File: config.mk
export PLATFORM = sky130hd
export DESIGN_NAME = histo_frame_sequencer
export DESIGN_NICKNAME = d
export VERILOG_FILES = /design/src/rtl/histo_pkg.sv /design/src/rtl/histo_cum_thresh.sv /design/src/rtl/histo_frame_sequencer.sv
export SDC_FILE = /design/constraint.sdc
export NUM_CORES = 1
export LEC_CHECK = 0
export BUFFER_PORTS_ARGS = -buffer_cell sky130_fd_sc_hd__buf_2
export CORE_MARGIN = 3
export CORE_UTILIZATION = 50
export DETAILED_ROUTE_END_ITERATION = 6
export PLACE_DENSITY_LB_ADDON = 0.15
export SLEW_MARGIN = 20
export SYNTH_ARGS = -nofsm -noshare
export SYNTH_HDL_FRONTEND = slang
export SYNTH_SLANG_ARGS = --single-unit
File: constraint.sdc
create_clock -name iPclk -period 3.4 [get_ports iPclk]
set_clock_uncertainty 0.15 [all_clocks]
set_input_delay 0.51 -clock iPclk [delete_from_list [all_inputs] [get_ports iPclk]]
set_output_delay 0.51 -clock iPclk [all_outputs]
set_load 0.01 [all_outputs]
File: src/rtl/histo_pkg.sv
// Shared definitions for the greyscale histogram engine: phase encodings and default sizes.
package histo_pkg;

    localparam int unsigned BINS_DEF       = 256;
    localparam int unsigned BIN_W_DEF      = 8;
    localparam int unsigned CNT_W_DEF      = 20;
    localparam int unsigned SETTLE_CYC_DEF = 4;

    typedef enum logic [2:0] {
        PH_IDLE   = 3'd0,
        PH_ACCUM  = 3'd1,
        PH_SETTLE = 3'd2,
        PH_COPY   = 3'd3,
        PH_CLEAR  = 3'd4,
        PH_DONE   = 3'd5
    } phase_e;

endpackage

File: src/rtl/histo_cum_thresh.sv
// Running cumulative bin sum with first-crossing threshold capture.
// Build option HISTO_SEQ_CUM_SAT_EN: saturate the sum instead of wrapping.
module histo_cum_thresh
    import histo_pkg::*;
#(
    parameter int unsigned BIN_W = BIN_W_DEF,
    parameter int unsigned CNT_W = CNT_W_DEF
) (
    input  logic             clk,
    input  logic             rst_n,
    input  logic             clr,
    input  logic             en,
    input  logic [BIN_W-1:0] idx,
    input  logic [CNT_W-1:0] bin,
    input  logic [CNT_W-1:0] level,
    output logic [CNT_W-1:0] cum_c,
    output logic             crossed,
    output logic [BIN_W-1:0] cross_bin
);

    logic [CNT_W-1:0] cum_q;

`ifdef HISTO_SEQ_CUM_SAT_EN
    logic [CNT_W:0] sum_c;

    always_comb begin
        sum_c = {1'b0, cum_q} + {1'b0, bin};
        cum_c = sum_c[CNT_W] ? {CNT_W{1'b1}} : sum_c[CNT_W-1:0];
    end
`else
    always_comb begin
        cum_c = cum_q + bin;
    end
`endif

    // Only the first bin whose new sum strictly exceeds the level is kept.
    always_ff @(posedge clk or negedge rst_n) begin
        if (!rst_n) begin
            cum_q     <= '0;
            crossed   <= 1'b0;
            cross_bin <= '0;
        end else if (clr) begin
            cum_q     <= '0;
            crossed   <= 1'b0;
            cross_bin <= '0;
        end else if (en) begin
            cum_q <= cum_c;
            if (!crossed && (cum_c > level)) begin
                crossed   <= 1'b1;
                cross_bin <= idx;
            end
        end
    end

endmodule

File: src/rtl/histo_frame_sequencer.sv
// Per-frame phase controller: accumulate, settle, copy temp bins to display/cum RAMs, clear.
// Build option HISTO_SEQ_CUM_SAT_EN (in histo_cum_thresh): saturating cumulative sum.
module histo_frame_sequencer
    import histo_pkg::*;
#(
    parameter int unsigned BINS       = BINS_DEF,
    parameter int unsigned BIN_W      = BIN_W_DEF,
    parameter int unsigned CNT_W      = CNT_W_DEF,
    parameter int unsigned SETTLE_CYC = SETTLE_CYC_DEF
) (
    input  logic             iPclk,
    input  logic             iRST_N,
    input  logic             iFval,
    input  logic [CNT_W-1:0] iThresh_Level,
    input  logic             iFreeze,
    input  logic [CNT_W-1:0] iTmp_Q,
    output logic             oAccum_En,
    output logic [BIN_W-1:0] oTmp_Rd_Addr,
    output logic [BIN_W-1:0] oTmp_Wr_Addr,
    output logic             oTmp_Clr_Wen,
    output logic [BIN_W-1:0] oCopy_Addr,
    output logic [CNT_W-1:0] oDisp_D,
    output logic [CNT_W-1:0] oCum_D,
    output logic             oCopy_Wen,
    output logic [2:0]       oPhase,
    output logic [BIN_W-1:0] oThresh_Bin,
    output logic             oThresh_Valid,
    output logic             oFrame_Done,
    output logic             oSkip
);

    localparam int unsigned CW          = BIN_W + 1;
    localparam logic [CW-1:0] LAST_SETTLE = CW'(SETTLE_CYC - 1);
    localparam logic [CW-1:0] LAST_COPY   = CW'(BINS);
    localparam logic [CW-1:0] LAST_CLEAR  = CW'(BINS - 1);

    phase_e           state_q, state_d;
    logic [CW-1:0]    cnt_q, cnt_d;
    logic             boot_q;
    logic             fval_q;
    logic             rise_c;
    logic             busy_c;
    logic             cum_clr_c;
    logic             cum_en_c;
    logic [BIN_W-1:0] cum_idx_c;
    logic [CNT_W-1:0] cum_c;
    logic             crossed;
    logic [BIN_W-1:0] cross_bin;

    assign rise_c       = iFval & ~fval_q;
    assign busy_c       = (state_q == PH_SETTLE) || (state_q == PH_COPY) ||
                          (state_q == PH_CLEAR)  || (state_q == PH_DONE);
    assign cum_clr_c    = (state_q == PH_SETTLE);
    assign cum_en_c     = (state_q == PH_COPY) && (cnt_q != '0);
    assign cum_idx_c    = BIN_W'(cnt_q - CW'(1));
    assign oTmp_Rd_Addr = BIN_W'(cnt_q);
    assign oPhase       = state_q;

    histo_cum_thresh #(
        .BIN_W (BIN_W),
        .CNT_W (CNT_W)
    ) u_cum_thresh (
        .clk       (iPclk),
        .rst_n     (iRST_N),
        .clr       (cum_clr_c),
        .en        (cum_en_c),
        .idx       (cum_idx_c),
        .bin       (iTmp_Q),
        .level     (iThresh_Level),
        .cum_c     (cum_c),
        .crossed   (crossed),
        .cross_bin (cross_bin)
    );

    always_ff @(posedge iPclk or negedge iRST_N) begin
        if (!iRST_N) begin
            state_q <= PH_CLEAR;
            cnt_q   <= '0;
        end else begin
            state_q <= state_d;
            cnt_q   <= cnt_d;
        end
    end

    // Phase sequencing; the counter is the bin index in COPY/CLEAR and the delay in SETTLE.
    always_comb begin
        state_d = state_q;
        cnt_d   = cnt_q + CW'(1);
        case (state_q)
            PH_IDLE: begin
                cnt_d = '0;
                if (rise_c) state_d = PH_ACCUM;
            end
            PH_ACCUM: begin
                cnt_d = '0;
                if (!iFval) state_d = PH_SETTLE;
            end
            PH_SETTLE: begin
                if (cnt_q == LAST_SETTLE) begin
                    state_d = PH_COPY;
                    cnt_d   = '0;
                end
            end
            PH_COPY: begin
                if (cnt_q == LAST_COPY) begin
                    state_d = PH_CLEAR;
                    cnt_d   = '0;
                end
            end
            PH_CLEAR: begin
                if (cnt_q == LAST_CLEAR) begin
                    state_d = boot_q ? PH_IDLE : PH_DONE;
                    cnt_d   = '0;
                end
            end
            PH_DONE: begin
                state_d = PH_IDLE;
                cnt_d   = '0;
            end
            default: begin
                state_d = PH_CLEAR;
                cnt_d   = '0;
            end
        endcase
    end

    // Registered RAM controls and status; copy/clear writes trail their read/count cycle by one.
    always_ff @(posedge iPclk or negedge iRST_N) begin
        if (!iRST_N) begin
            fval_q        <= 1'b0;
            boot_q        <= 1'b1;
            oAccum_En     <= 1'b0;
            oTmp_Clr_Wen  <= 1'b0;
            oTmp_Wr_Addr  <= '0;
            oCopy_Wen     <= 1'b0;
            oCopy_Addr    <= '0;
            oDisp_D       <= '0;
            oCum_D        <= '0;
            oFrame_Done   <= 1'b0;
            oSkip         <= 1'b0;
            oThresh_Bin   <= '0;
            oThresh_Valid <= 1'b0;
        end else begin
            fval_q       <= iFval;
            if ((state_q == PH_CLEAR) && (cnt_q == LAST_CLEAR)) boot_q <= 1'b0;
            oAccum_En    <= (state_d == PH_ACCUM) || (state_d == PH_SETTLE);
            oTmp_Clr_Wen <= (state_q == PH_CLEAR);
            oTmp_Wr_Addr <= BIN_W'(cnt_q);
            oCopy_Wen    <= cum_en_c & ~iFreeze;
            if (cum_en_c) begin
                oCopy_Addr <= cum_idx_c;
                oDisp_D    <= iTmp_Q;
                oCum_D     <= cum_c;
            end
            oFrame_Done  <= (state_d == PH_DONE);
            oSkip        <= rise_c & busy_c;
            if ((state_d == PH_DONE) && !iFreeze) begin
                oThresh_Bin   <= crossed ? cross_bin : BIN_W'(BINS - 1);
                oThresh_Valid <= crossed;
            end
        end
    end

endmodule

## Word-level counts from Yosys, hierarchy flattened

Cells that the tools add are included.

- Bitwise gates (word level): 5
- Reduce and logical (&&, ||, !) cells: 15
- Add/subtract/negate cells: 3
- Eq/ne operators: 11
- Mux-type cells: 20
- Shifts and indexed selects: 0
- Multipliers: 0
- Div/mod/pow operators: 0
- Magnitude comparators: 1

Operator list:

| kind | count |
|---|---|
| $mux W20 | 2 |
| $mux W8 | 4 |
| $mux W9 | 3 |
| $pmux W9 S3 | 1 |
| $add A20 B20 Y20 | 1 |
| $gt A20 B20 Y1 | 1 |
| $mux W3 | 6 |
| $pmux W3 S6 | 1 |
| $add A9 B1 Y9 const B | 1 |
| $eq A3 B2 Y1 const B | 3 |
| $eq A3 B3 Y1 const B | 3 |
| $eq A9 B2 Y1 const B | 1 |
| $eq A9 B8 Y1 const B | 1 |
| $eq A9 B9 Y1 const B | 1 |
| $reduce_bool A9 Y1 | 1 |
| $sub A8 B1 Y8 const B | 1 |
| $eq A3 B1 Y1 const B | 2 |
| $logic_and A1 B1 Y1 | 4 |
| $logic_or A1 B1 Y1 | 4 |
| $reduce_bool A2 Y1 | 2 |
| $and A1 B1 Y1 | 3 |
| $logic_not A3 Y1 | 1 |
| $mux W1 | 3 |
| $logic_not A1 Y1 | 2 |
| 2 further kinds | 3 |

- Logic and storage cells: 73
- Latch bits: 0
- Input port bits: 44
- Memory bits (read-only): 0
- Output and inout bits: 81
- Bits in writable memories: 0
- Bits in registers: 113
- Memories: 0

## Logic depth before layout (Yosys ltp)

Gate-level depths: netlist of run 1.

- Depth in word-level cells: 6
- Depth in mapped cells: 18
- Depth with buffers taken out: 17

## By module

A second synthesis of run 1 with hierarchy kept.

- Cells, all modules: 636
- Area total of the unflattened synthesis: 6583.8 µm²

By module, submodules not included:

| module | area each (µm²) | times used | cells an instance | seq. area each (µm²) |
|---|---|---|---|---|
| histo_frame_sequencer | 3460.8 | 1 | 264 | 2104.5 |
| histo_cum_thresh | 3123.0 | 1 | 372 | 725.7 |

## Worst setup path after synthesis of run 1

OpenSTA, ideal clock, no wires.

- Kind: input to register
- Start: input port iTmp_Q[6]
- End: register u_cum_thresh.cross_bin[0]
- Buffers on the path: 1
- Path slack: -210 ps
- Cell stages on the path: 16
- Data arrival time: 3380 ps
- Library setup time: 79 ps
- Data required time: 3171 ps
- Cell sequence: ha_1 a211o_1 o211ai_2 a31oi_1 nand2_1 o31ai_1 xnor2_1 inv_1 ha_1 a21o_1 a21o_1 a21oi_1 o21ai_0 o31ai_1 buf_4 mux2i_1

- Word-level cells in the longest chain between the ends: 5

Ends and longest elaborated chain:

| what | RTL line | RTL |
|---|---|---|
| from (decl) | histo_frame_sequencer.sv:16 | `input logic [CNT_W-1:0] iTmp_Q,` |
| $add A20 B20 Y20 | histo_cum_thresh.sv:32 | `cum_c = cum_q + bin;` |
| named net cum_c[17] | histo_frame_sequencer.sv:46 | `logic [CNT_W-1:0] cum_c;` |
| $gt A20 B20 Y1 | histo_cum_thresh.sv:48 | `if (!crossed && (cum_c > level)) begin` |
| $logic_and A1 B1 Y1 | histo_cum_thresh.sv:48 |  |
| $reduce_bool A2 Y1 (no line) | - |  |
| $reduce_and A2 Y1 (no line) | - |  |
| to (signal assigned) | histo_cum_thresh.sv:50 | `cross_bin <= idx;` |
| to (decl) | histo_cum_thresh.sv:18 | `output logic [BIN_W-1:0] cross_bin` |

The timed path passes the listed nets, and every way through them passes these cells.
A chain may end at the register's enable or synchronous reset.

## Worst setup path after layout of run 1

- Start: register u_cum_thresh.cum_q[12]
- End: register u_cum_thresh.cross_bin[4]

- Word-level cells in the longest chain between the ends: 5

Ends and longest elaborated chain:

| what | RTL line | RTL |
|---|---|---|
| from (decl) | histo_cum_thresh.sv:21 | `logic [CNT_W-1:0] cum_q;` |
| from (signal assigned) | histo_cum_thresh.sv:47 | `cum_q <= cum_c;` |
| $add A20 B20 Y20 | histo_cum_thresh.sv:32 |  |
| named net cum_c[19] | histo_frame_sequencer.sv:46 |  |
| $gt A20 B20 Y1 | histo_cum_thresh.sv:48 |  |
| $logic_and A1 B1 Y1 | histo_cum_thresh.sv:48 |  |
| $reduce_bool A2 Y1 (no line) | - |  |
| $reduce_and A2 Y1 (no line) | - |  |

The timed path passes the listed nets, and every way through them passes these cells.

==> summary.md, run 1 <==
The logs give -0.561 ns for the pre-CTS worst setup slack and 729 for the post-synthesis net count. VDD sags by at most 557 uV. Measured against its own limit, the worst slew margin works out to 47.5%.

The final reports fail on setup timing. For the detailed route wirelength on metal3, the log shows 929 um. Static timing analysis puts the maximum clock frequency at 0.274 GHz. The cell with the biggest individual delay on the critical path was sky130_fd_sc_hd__dfrtp_1.

After detailed routing, no signal wire sits above met4. The placed cell count was 957; the total wirelength of the detailed-routed design was 15,700 um. The tightest hold path in the finished design has a slack of 0.0825 ns.

The mapped netlist covers 6040 um^2. The cell count along the critical path is 16. After detailed routing, the average wire length per cell comes to 15.7 um. The detailed-placement wirelength estimate is 12,000 um. The number of search-and-repair iterations in the first detailed-routing pass was 5. The number of max-cap violations is 0, and the hold path depth is 1. For the count of nets left with antenna violations after detail routing, the log shows 0. Of all nets on the critical path, the largest fanout is 5. Cell occurring most often along the worst timing path: sky130_fd_sc_hd__buf_4. The count of unresolved DRC violations after routing came out at 0. Number of placement rows: 39. Adding up every negative setup slack in the final design gives -1.92 ns. The flow ran to the end, but the final reports show violations. STA classifies the critical path endpoint as a flop. The total global routing overflow was 0. Count of inserted antenna diode cells: 0. The worst-skew pair later-pin latency came out at 0.42 ns. The analysis attributes to cell leakage a power of 4.13 nW. The logs give 5,221 for the via total after detailed routing and 0.870 for the global placement routability congestion. For the number of warning messages in the yosys log, the log shows 0. The largest incremental delay on the critical path works out to 0.44 ns. In this run the power density over the cells is 890 nW/um^2. The clock passes through at most 2 buffers.

The top-level I/O count was 125; the area of the core region was 11,600 um^2. After clock tree synthesis, the clock-pin slew on the worst setup and hold paths is 0.06 ns. TritonCTS built the clock tree. Global-route usage over all layers: 24.4%. The number of antenna violations at the first check in global routing came out at 0. The critical setup path kind is flop to flop. The length of routed wiring on met1 was 7300 um; the synthesis-to-finish area growth was 33.8%. The die covers 13,400 um^2. STA puts the critical path data arrival time at 3.84 ns.

The depth of the most critical reg-to-reg path was 16; the initial DRC count was 346. The min-delay analysis places its worst path in the category primary input to flop. Die width: 116 um. The synthesized design contains 113 register bits. On the critical path the largest part of the delay comes from compound AO/OA/AOI/OAI gates. For the gate count after technology mapping, the log shows 641.

The average instance in the mapped netlist occupies 9.42 um^2. The slew at the pin closest to its max-slew limit came out at 0.788 ns. Data on the critical path is required at its endpoint by 3.58 ns. The most common flop cell mapped by yosys was sky130_fd_sc_hd__dfrtp_1. The least setup slack across all paths after layout was -0.255 ns; the final instance count without filler cells was 998. The final count of pins violating max slew is 0, and the number of CTS-inserted buffers is 17. The critical path contains buffers and inverters numbering 3 combined. The die is 116 um tall.

The tools report the final hold violation count as 0. The post-route clock period utilization was 107%. For the maximum number of pins on one net before global-route repair, the log shows 69. The first global-routing pass estimated 25,400 um of wire. Setup violations remaining at the end of the flow were counted as 9. In this run, synthesis inferred 0 flip-flops with an integrated enable. Via count of the first global-routing pass: 5,150.

After detailed routing, the number of vias per cell comes to 5.23. In this run the clock root is driven by a sky130_fd_sc_hd__clkbuf_16. Counting the fill cells in the layout gives 948. For this design, the sink count on the clock tree is 113. For this configuration, the core starts out at a cell density of 52.0%. The number of library cell types mapped by synthesis was 62; the number of nets in the layout was 931.

The sort of element at the start of the critical path was a flop. In the detailed route, the total length drawn on met2 is 7160 um. The share of synthesized registers carrying an async set or reset came out at 100%. The sequential fraction of the synthesis area was 46.9%.

Traced cell by cell, the critical path runs through ha_4 > buf_4 > nand3_1 > a21oi_1 > or2_1 > buf_4 > o311ai_4 > xnor2_2 > ha_1 > nand4_1 > nor2_2 > nand4_1 > o21ai_1 > o31ai_2 > buf_4 > mux2i_1. The time the worst path needs with I/O delays and setup came out at 3.65 ns. The number of H-tree branching levels was 4; the share of post-route cells with drive strength above 1 was 33.5%. Setup repair after global routing could not meet its margin everywhere. The number of port buffers came out at 124.
## stage by stage
stage / utilization, % / area [um^2] / total power [mW]
2_1_floorplan: - / 6080 / 3.80
3_3_place_gp: 63.2 / 7340 / 5.20
3_5_place_dp: 63.2 / 7340 / 5.28
4_1_cts: 68.8 / 7990 / 7.05
5_1_grt: 69.6 / 8080 / 7.71
6_report: 69.6 / 8080 / 7.19
## power by group
group          switching (mW)  internal, mW
logic                    1.76          1.98
clock network           0.631         0.986
registers               0.185          1.64
total                    2.57          4.61
## final timing paths
| check | startpoint | end | slack (ns) |
|---|---|---|---|
| setup / recovery | u_cum_thresh.cum_q[12] | u_cum_thresh.cross_bin[4] | -0.25 |
| hold / removal | iFval | fval_q | 0.08 |
| setup reg to reg | u_cum_thresh.cum_q[12] | u_cum_thresh.cross_bin[4] | -0.25 |
| hold reg to reg | fval_q | oSkip | 0.30 |
| max in group asynchronous | iRST_N | oPhase[2] | 1.81 |
| min in group asynchronous | iRST_N | oDisp_D[13] | 0.50 |
## layout make-up
type                       count  area [um^2]  area share, %
tap                          143          179           2.21
clock inverter                11         82.6           1.02
sequential                   113         2830           35.0
timing repair buffer         214         1310           16.3
inverter                      45          169           2.09
multi-input combinational    452         3040           37.6
clock buffer                  20          467           5.78
## sequential cells by signal (all words and copies together), names as in the netlist
name	count
boot_q	1
cnt_q	9
fval_q	1
oAccum_En	1
oCopy_Addr	8
oCopy_Wen	1
oCum_D	20
oDisp_D	20
oFrame_Done	1
oPhase	3
oSkip	1
oThresh_Bin	8
oThresh_Valid	1
oTmp_Clr_Wen	1
oTmp_Wr_Addr	8
u_cum_thresh.cross_bin	8
u_cum_thresh.crossed	1
u_cum_thresh.cum_q	20
## synthesized netlist by cell type, types with 2 or more instances
library cell | count | area [um^2]
sky130_fd_sc_hd__buf_2 | 8 | 40.0
sky130_fd_sc_hd__a31oi_1 | 5 | 31.3
sky130_fd_sc_hd__a21oi_1 | 33 | 165
sky130_fd_sc_hd__and3_1 | 2 | 12.5
sky130_fd_sc_hd__nor2b_1 | 7 | 43.8
sky130_fd_sc_hd__or3_1 | 2 | 12.5
sky130_fd_sc_hd__xor2_1 | 9 | 78.8
sky130_fd_sc_hd__nand2b_1 | 5 | 31.3
sky130_fd_sc_hd__o31ai_1 | 4 | 30.0
sky130_fd_sc_hd__buf_4 | 9 | 67.6
sky130_fd_sc_hd__ha_1 | 43 | 538
sky130_fd_sc_hd__inv_1 | 45 | 169
sky130_fd_sc_hd__nor3_1 | 8 | 40.0
sky130_fd_sc_hd__nor2_1 | 29 | 109
sky130_fd_sc_hd__dfrtp_1 | 111 | 2780
sky130_fd_sc_hd__o31a_1 | 2 | 17.5
sky130_fd_sc_hd__dfstp_2 | 2 | 52.6
sky130_fd_sc_hd__o21ai_1 | 6 | 30.0
sky130_fd_sc_hd__a21o_1 | 14 | 105
sky130_fd_sc_hd__o21bai_1 | 4 | 30.0
sky130_fd_sc_hd__nand3_1 | 15 | 75.1
sky130_fd_sc_hd__o211ai_2 | 2 | 25.0
sky130_fd_sc_hd__mux2i_1 | 9 | 90.1
sky130_fd_sc_hd__mux2_1 | 2 | 22.5
sky130_fd_sc_hd__a211oi_1 | 2 | 15.0
sky130_fd_sc_hd__nand2_1 | 132 | 495
sky130_fd_sc_hd__xnor2_1 | 21 | 184
sky130_fd_sc_hd__nor3b_1 | 4 | 30.0
sky130_fd_sc_hd__nand4_1 | 7 | 43.8
sky130_fd_sc_hd__and4_1 | 2 | 17.5
sky130_fd_sc_hd__o22a_1 | 2 | 17.5
sky130_fd_sc_hd__o21a_1 | 4 | 30.0
sky130_fd_sc_hd__o21ai_0 | 39 | 195
sky130_fd_sc_hd__mux2_2 | 5 | 56.3
sky130_fd_sc_hd__and2_1 | 3 | 18.8
sky130_fd_sc_hd__clkbuf_1 | 13 | 48.8
sky130_fd_sc_hd__a22o_1 | 4 | 35.0
sky130_fd_sc_hd__o211ai_1 | 3 | 22.5
## cells in the final DEF (no fill, tap or decap), drive strengths merged, types with 5 or more instances in the layout
cell type  count
mux2i          9
o211ai         5
nor2b          7
nand2        132
clkbuf        20
nand2b         5
a21oi         34
nor2          30
buf          213
o21ai         45
a21o          14
nand3         15
dfrtp        111
a31oi          5
mux2           7
nor3           8
xor2           9
ha            43
xnor2         21
nand4          7
inv           47
clkinv         7
## worst register-to-register path, cell delays in order, from the launching register on
cell                       delay, ns
sky130_fd_sc_hd__dfrtp_1        0.44
sky130_fd_sc_hd__ha_4           0.25
sky130_fd_sc_hd__buf_4          0.15
sky130_fd_sc_hd__nand3_1        0.12
sky130_fd_sc_hd__a21oi_1        0.11
sky130_fd_sc_hd__or2_1          0.25
sky130_fd_sc_hd__buf_4          0.15
sky130_fd_sc_hd__o311ai_4       0.39
sky130_fd_sc_hd__xnor2_2        0.17
sky130_fd_sc_hd__ha_1           0.27
sky130_fd_sc_hd__nand4_1        0.13
sky130_fd_sc_hd__nor2_2         0.05
sky130_fd_sc_hd__nand4_1        0.10
sky130_fd_sc_hd__o21ai_1        0.09
sky130_fd_sc_hd__o31ai_2        0.32
sky130_fd_sc_hd__buf_4          0.22
sky130_fd_sc_hd__mux2i_1        0.20
## timing repair
action | 4_1_cts | 5_1_grt
hold buffers | 1 | 0
buffers inserted | 3 | 5
pin swaps | 11 | 8
cloned | 1 | 0
hold endpoints to repair | 45 | 0
gates resized for setup | 9 | 11
endpoints found under the setup margin | 9 | 9
## logic make-up (layout without fill, tap and decap cells)
group / Yosys count / in the layout / share of synthesized area (%)
adders and majority gates: 44 / 44 / 9.25
xor gates and xnor gates: 30 / 30 / 4.35
AOI/OAI and AO/OA: 138 / 138 / 14.8
muxes: 16 / 16 / 2.80
and+or+nand+nor: 224 / 224 / 16.5
DFF: 113 / 113 / 46.9
buffers and inverters: 76 / 290 / 5.45
## metal layers
layer | track usage, % | vias up
li1 | - | 2579
met1 | 32.9 | 2460
met2 | 38.4 | 161
met3 | 5.85 | 21
met4 | 9.36 | 0
met5 | 0 | -
Note: power is estimated with default switching activity, not from simulation.
==> inputs of run 2 (changes only) <==
--- a/config.mk
+++ b/config.mk
@@ -7,7 +7,7 @@
 export LEC_CHECK = 0
 export BUFFER_PORTS_ARGS = -buffer_cell sky130_fd_sc_hd__buf_2
 export CORE_MARGIN = 3
-export CORE_UTILIZATION = 50
+export CORE_UTILIZATION = 49
 export DETAILED_ROUTE_END_ITERATION = 6
 export PLACE_DENSITY_LB_ADDON = 0.15
 export SLEW_MARGIN = 20
==> summary.md, run 2 (synthesis gave the netlist of run 1 again) <==
The least setup slack across all paths after layout is -0.299 ns (-0.0443 ns). The utilization of the core after routing came out at 69.1% (-0.42 points). The run gives 0 (unchanged) as the count of nets left with antenna violations after detail routing. The tools report the number of nets in the layout as 934 (+0.32%).

The sum of buffers and inverters on the critical path was 3 (unchanged). STA classifies the critical path endpoint as a flop. Global placement routability congestion: 0.853 (-2.0%). Relative to the synthesized area, the layout overhead comes to 34.1%. The run gives -2.59 ns (-0.668 ns) as the setup TNS.

The via count of the first global-routing pass is 5,277 (+2.5%). The number of search-and-repair iterations in the first detailed-routing pass was 4 (-1). Global-route layer with the greatest usage: met2.

The tools report the final count of pins violating max slew as 0 (unchanged). The worst voltage drop across the vdd grid came out at 472 uV (-15%). The final hold violation count was 0 (unchanged). The time the worst path needs with I/O delays and setup was 3.70 ns (+0.0442 ns); the number of H-tree branching levels was 4 (unchanged). The headroom to the max-slew limit was 34.9% (-13 points). Initial core utilization: 51.5% (-0.43 points). The wire length per cell came out at 15.9 um (+0.75%).

The tools report the global-route usage over all layers as 24.4% (-0.058 points). The final setup violation count is 9 (unchanged), and the clock sink count is 113 (unchanged). The cell occurring most often along the worst timing path was sky130_fd_sc_hd__nand4_1. Count of inserted antenna diode cells: 0 (unchanged). Initial DRC count: 314 (-9.2%).

The largest incremental delay on the critical path is 0.39 ns (-0.05 ns). The global-route met1 utilization was 33.8% (+0.83 points); the height of the die was 117 um (+0.96%). In the final layout, the registers with the most flip-flops are oCum_D x20, oDisp_D x20, u_cum_thresh.cum_q x20. The total global routing overflow was 0 (unchanged); the top-level I/O count was 125 (unchanged). The run gives 4.14 nW (+0.16%) as the static leakage.

The die width was 117 um (+0.96%). The tools report the total wirelength of the detailed-routed design as 15,900 um (+1.2%). Setup repair after global routing could not meet its margin everywhere.

Walking the worst path, the cells encountered are ha_4 > inv_2 > fa_2 > nor2b_2 > o31a_1 > o21ai_2 > a211oi_2 > buf_4 > a21boi_2 > xnor2_1 > ha_1 > nand4_1 > nor2_2 > nand4_1 > o21ai_1 > o31ai_2 > buf_2 > mux2i_1. The slack of the worst reg-to-reg path is -0.30 ns (-0.04 ns). The startpoint identified for the worst register-to-register timing path is u_cum_thresh.cum_q[0].

The largest fanout on the critical path was 4 (-1); the maximum clock frequency was 0.270 GHz (-1.2%). The total power density per cell area came out at 894 nW/um^2 (+0.55%). The combined flip-flop and latch cell area was 2830 um^2 (unchanged). The critical path is of the flop to flop type. The number of CTS-inserted buffers is 17 (unchanged), and the worst hold slack is 0.0780 ns (-0.00452 ns). Grouping stages by cell kind, the critical path spends the most delay in compound AO/OA/AOI/OAI gates. The library cell used most frequently in the layout, excluding fill and tap cells, is sky130_fd_sc_hd__nand2_1.

The clock edge transition at the registers on the reported setup and hold paths is 0.05 ns (about the same). The sort of element at the start of the critical path is a flop. The via total after detailed routing was 5,294 (+1.4%); the number of placement rows was 39 (unchanged). The global routing met3 resource utilization came out at 5.19% (-0.66 points).

The slew at the pin closest to its max-slew limit was 0.977 ns (+0.189 ns); the via density per instance was 5.28 (+0.99%). The first-pass GRT wire length is 25,900 um (+1.7%). Leaving out fill and tap cells, the most frequent cells in the layout are sky130_fd_sc_hd__nand2_1 (132), sky130_fd_sc_hd__buf_2 (124), sky130_fd_sc_hd__dfrtp_1 (111). The cell count along the critical path was 18 (+2); the met2 track demand over resource was 37.5% (-0.89 points). The depth of the most critical reg-to-reg path is 18 (+2).

The cell with the biggest individual delay on the critical path was sky130_fd_sc_hd__dfrtp_1. The number of port buffers was 124 (unchanged). The class of the worst hold path was primary input to async pin.

The tools report the number of max-cap violations as 0 (unchanged). The worst endpoint required time was 3.59 ns (about the same). The tools report the area of the core region as 11,700 um^2 (+0.84%). The combined area of the multi-input logic cells was 3010 um^2 (-0.78%). The post-route clock period utilization works out to 109% (+1.3 points). The checks that failed: setup timing. The count of unresolved DRC violations after routing was 0 (unchanged). For the worst-skew pair later-pin latency, the log shows 0.42 ns (about the same). The hold-fix buffer count after cts came out at 0 (-1). The run gives 2 (unchanged) as the worst-case clock buffer depth. The tools report the data arrival time of the critical path as 3.89 ns (+0.05 ns). The tools report the number of antenna violations at the first check in global routing as 0 (unchanged). The worst register-to-register path ends at u_cum_thresh.cross_bin[2]. The maximum number of pins on one net before global-route repair is 78 (+13%).

The run finished, with violations left. The tree is rooted in a sky130_fd_sc_hd__clkbuf_16. The final-layout fill cell count came out at 882 (-7.0%). TritonCTS built the clock tree. The tools report the area enclosed by the die boundary as 13,700 um^2 (+1.9%). The detailed-placement wirelength estimate is 11,800 um (-2.0%). The share of post-route cells with drive strength above 1 is 33.4% (-0.039 points).
run 2: per-layer routing:
| metal | part of all wire (%) | wire length (um) | vias up |
|---|---|---|---|
| met4 | 2.4 | 375 | 0 |
| li1 | - | - | 2587 |
| met1 | 46 | 7300 | 2517 |
| met2 | 45 | 7190 | 163 |
| met5 | 0 | 0 | - |
| met3 | 6.5 | 1030 | 27 |
run 2: how the worst max path moves through the flow:
| stage | start | to |
|---|---|---|
| final | u_cum_thresh.cum_q[0] | u_cum_thresh.cross_bin[2] |
| after global routing | u_cum_thresh.cum_q[0] | u_cum_thresh.cross_bin[1] |
| after CTS | u_cum_thresh.cum_q[0] | u_cum_thresh.cross_bin[1] |
| after detailed placement | iTmp_Q[0] | u_cum_thresh.cross_bin[3] |
| after global placement | iTmp_Q[0] | u_cum_thresh.cross_bin[5] |
| after floorplan | iTmp_Q[0] | u_cum_thresh.cross_bin[0] |
run 2: report_power, final:
part | switching, mW | internal [mW] | total, mW
clock | 0.639 | 1.06 | 1.70
sequential | 0.176 | 1.64 | 1.82
combinational | 1.76 | 1.96 | 3.72
run 2: area by class of cell:
class	instances	area share, %
clock buffers	20	5.76
inverters	45	2.09
well taps	143	2.21
repair buffers	217	16.4
clock inverters	12	1.33
flip-flops and latches	113	35.0
multi-input cells	452	37.2
run 2: repair_timing:
| item | 4_1_cts | 5_1_grt |
|---|---|---|
| setup buffers | 8 | 3 |
| setup endpoints to repair | 9 | 9 |
| pin swaps | 13 | 3 |
| gates resized for setup | 10 | 3 |
| cloned | 1 | 0 |
run 2: metrics by stage:
step / worst slack, ns / cells / power [mW] / area [um^2]
after floorplan: -0.0683 / 641 / 3.80 / 6080
after global placement: -0.447 / 958 / 5.23 / 7360
after detailed placement: -0.607 / 958 / 5.29 / 7360
after CTS: -0.254 / 999 / 7.20 / 8060
after global routing: -0.493 / 1002 / 7.76 / 8100
final: -0.299 / 1002 / 7.24 / 8100
run 2: worst reg2reg max path, delay by kind of cell, from the launching register on:
family	cells	cell delay, ns
and+or+nand+nor	4	0.46
xor gates and xnor gates	1	0.23
adders and majority gates	3	0.78
muxes	1	0.19
buffers and inverters	3	0.42
AOI/OAI and AO/OA	6	0.97
DFF	1	0.39
==> inputs of run 3 (changes only) <==
--- a/config.mk
+++ b/config.mk
@@ -6,7 +6,7 @@
 export NUM_CORES = 1
 export LEC_CHECK = 0
 export BUFFER_PORTS_ARGS = -buffer_cell sky130_fd_sc_hd__buf_2
-export CORE_MARGIN = 3
+export CORE_MARGIN = 2
 export CORE_UTILIZATION = 49
 export DETAILED_ROUTE_END_ITERATION = 6
 export PLACE_DENSITY_LB_ADDON = 0.15
==> summary.md, run 3 (synthesis gave the netlist of run 1 again) <==
The logs give 0.43 ns (about the same) for the worst-skew pair later-pin latency and 5 (+1) for the number of search-and-repair iterations in the first detailed-routing pass. The worst hold slack came out at -0.0126 ns (-0.0906 ns). The cell family contributing the most delay on the critical path is compound AO/OA/AOI/OAI gates.

The die width is 115 um (-1.7%), and the maximum number of pins on one net before global-route repair is 62 (-21%). The logs give 7.40 mW (+2.2%) for the overall power of the completed layout and 497 uV (+5.3%) for the worst voltage drop across the vdd grid. The logs give 3.60 ns (about the same) for the worst endpoint required time and 12,000 um^2 (+2.6%) for the area of the core region. The tools report the global-route usage over all layers as 26.1% (+1.8 points).

The run gives 2 (unchanged) as the worst-case clock buffer depth. The worst hold path belongs to the class primary input to async pin. The number of CTS-inserted buffers was 17 (unchanged). The number of placement rows was 40 (+2.6%); the count of inserted antenna diode cells was 0 (unchanged). The number of max-cap violations was 0 (unchanged). The run gives -0.30 ns (about the same) as the slack of the worst reg-to-reg path. The cell count along the critical path came out at 18 (unchanged). The run gives 26,300 um (+1.7%) as the first-pass GRT wire length.

The checks that failed: hold timing, setup timing. The number of nets in the layout was 941 (+0.75%). Walking the worst path, the cells encountered are ha_4 > inv_2 > fa_2 > nor2b_2 > o31a_1 > buf_4 > o221a_4 > o211ai_1 > nand2_1 > xnor2_2 > ha_4 > nand4_1 > nor2_1 > nand4_1 > o21ai_1 > o31ai_2 > buf_6 > mux2i_1. The final hold violation count came out at 11 (+11). The headroom to the max-slew limit was 52.0% (+17 points). The count of nets left with antenna violations after detail routing came out at 0 (unchanged). Detailed-placement wirelength estimate: 11,900 um (+1.3%).

The total power density per cell area came out at 907 nW/um^2 (+1.4%). Largest fanout on the critical path: 5 (+1). The clock edge transition at the registers on the reported setup and hold paths is 0.06 ns (about the same), and the height of the die is 115 um (-1.7%). The post-route clock period utilization was 109% (about the same). Slew at the pin closest to its max-slew limit: 0.720 ns (-0.257 ns). The total global routing overflow is 0 (unchanged), and the largest incremental delay on the critical path is 0.41 ns (+0.02 ns).

The tools report the sort of element at the start of the critical path as a flop. The tools report the least setup slack across all paths after layout as -0.302 ns (-0.00279 ns). The via density per instance works out to 5.25 (-0.69%). TritonCTS built the clock tree. The synthesis-to-finish area growth came out at 35.2%. The largest registers in the layout are oCum_D x20, oDisp_D x20, u_cum_thresh.cum_q x20. The number of port buffers works out to 124 (unchanged). The sum of buffers and inverters on the critical path is 3 (unchanged).

The number of H-tree branching levels is 4 (unchanged), and the initial core utilization is 50.3% (-1.3 points). For the via total after detailed routing, the log shows 5,315 (+0.40%). The capturing element of the worst setup path was u_cum_thresh.cross_bin[5].

The cell with the biggest individual delay on the critical path is sky130_fd_sc_hd__dfrtp_1. The share of post-route cells with drive strength above 1 was 33.9% (+0.54 points); the static leakage was 4.18 nW (+1.1%). The count of unresolved DRC violations after routing is 0 (unchanged), and the wire length per cell is 15.9 um (+0.23%). The run gives 5,310 (+0.63%) as the via count of the first global-routing pass.

The initial DRC count came out at 312 (-0.64%). The run gives 9 (unchanged) as the final setup violation count. Depth of the most critical reg-to-reg path: 18 (unchanged). The time the worst path needs with I/O delays and setup works out to 3.70 ns (+0.00279 ns).

The global placement routability congestion is 0.935 (+9.7%), and the final-layout fill cell count is 999 (+13%). Leaving out fill and tap cells, the most frequent cells in the layout are sky130_fd_sc_hd__nand2_1 (131), sky130_fd_sc_hd__buf_2 (123), sky130_fd_sc_hd__dfrtp_1 (111). Clock root buffer master: sky130_fd_sc_hd__clkbuf_16. Total wirelength of the detailed-routed design: 16,100 um (+1.3%). For the final count of pins violating max slew, the log shows 0 (unchanged). The run finished, with violations left. For the setup TNS, the log shows -2.48 ns (+0.110 ns).

Critical setup path kind: flop to flop. The clock sink count was 113 (unchanged). The critical path capture point type was a flop. Setup repair after global routing could not meet its margin everywhere. For the area enclosed by the die boundary, the log shows 13,200 um^2 (-3.4%). The library cell used most frequently in the layout, excluding fill and tap cells, is sky130_fd_sc_hd__nand2_1.

The logs give 0.270 GHz (about the same) for the maximum clock frequency and 125 (unchanged) for the top-level I/O count. The startpoint of the lowest-slack register-to-register path was u_cum_thresh.cum_q[0]. The critical path starts at u_cum_thresh.cum_q[0]. The tools report the number of antenna violations at the first check in global routing as 0 (unchanged). Data arrival time of the critical path: 3.90 ns (about the same). In this run the critical register-to-register path is captured at u_cum_thresh.cross_bin[5].
run 3: report_power, final:
| group | switching [mW] | internal [mW] | leakage [nW] |
|---|---|---|---|
| logic | 1.81 | 2.05 | 2.61 |
| registers | 0.171 | 1.64 | 1.30 |
| clock network | 0.676 | 1.05 | 0.269 |
| total | 2.66 | 4.75 | 4.18 |
run 3: worst reg2reg max path: cells and delay by family, from the launching register on:
family	cells	cell delay (ns)
compound gates	5	1.18
fa+ha+maj	3	0.61
simple gates	5	0.44
flops	1	0.41
buf+inv	3	0.38
xor+xnor	1	0.24
mux	1	0.20
run 3: area by class of cell:
type	count	area (um^2)	area share [%]
inverter	45	169	2.07
sequential	113	2830	34.7
multi-input combinational	452	3010	36.9
tap	147	184	2.25
clock buffer	19	453	5.55
clock inverter	13	125	1.53
timing repair buffer	224	1390	17.0
run 3: metal layers:
| metal | wire, um | part of all wire, % | global-route usage [%] |
|---|---|---|---|
| met1 | 7480 | 46 | 34.6 |
| met2 | 7260 | 45 | 40.5 |
| met3 | 976 | 6.1 | 7.64 |
| met4 | 390 | 2.4 | 10.5 |
| met5 | 0 | 0 | 0 |
run 3: per-stage QoR:
step	util [%]	worst slack (ns)	area, um^2	cells
2_1_floorplan	-	-0.0683	6080	641
3_3_place_gp	61.7	-0.412	7410	969
3_5_place_dp	61.7	-0.569	7410	969
4_1_cts	67.3	-0.217	8080	1007
5_1_grt	68.0	-0.518	8160	1013
6_report	68.0	-0.302	8160	1013
run 3: worst min-delay path by stage:
stage                       from          end  slack [ns]
final                     iRST_N  oDisp_D[18]       -0.01
after global routing      iRST_N  oDisp_D[18]        0.03
after CTS                 iRST_N  oDisp_D[11]       0.004
after detailed placement  fval_q        oSkip        0.29
after global placement    fval_q        oSkip        0.27
after floorplan           iRST_N     cnt_q[0]        0.06
run 3: repair_timing:
action | 4_1_cts | 5_1_grt
setup buffers | 5 | 6
hold endpoints to repair | 0 | 0
pin swaps | 13 | 20
hold buffers | 0 | 0
setup endpoints to repair | 9 | 9
gates resized for setup | 9 | 7
cloned | 1 | 0
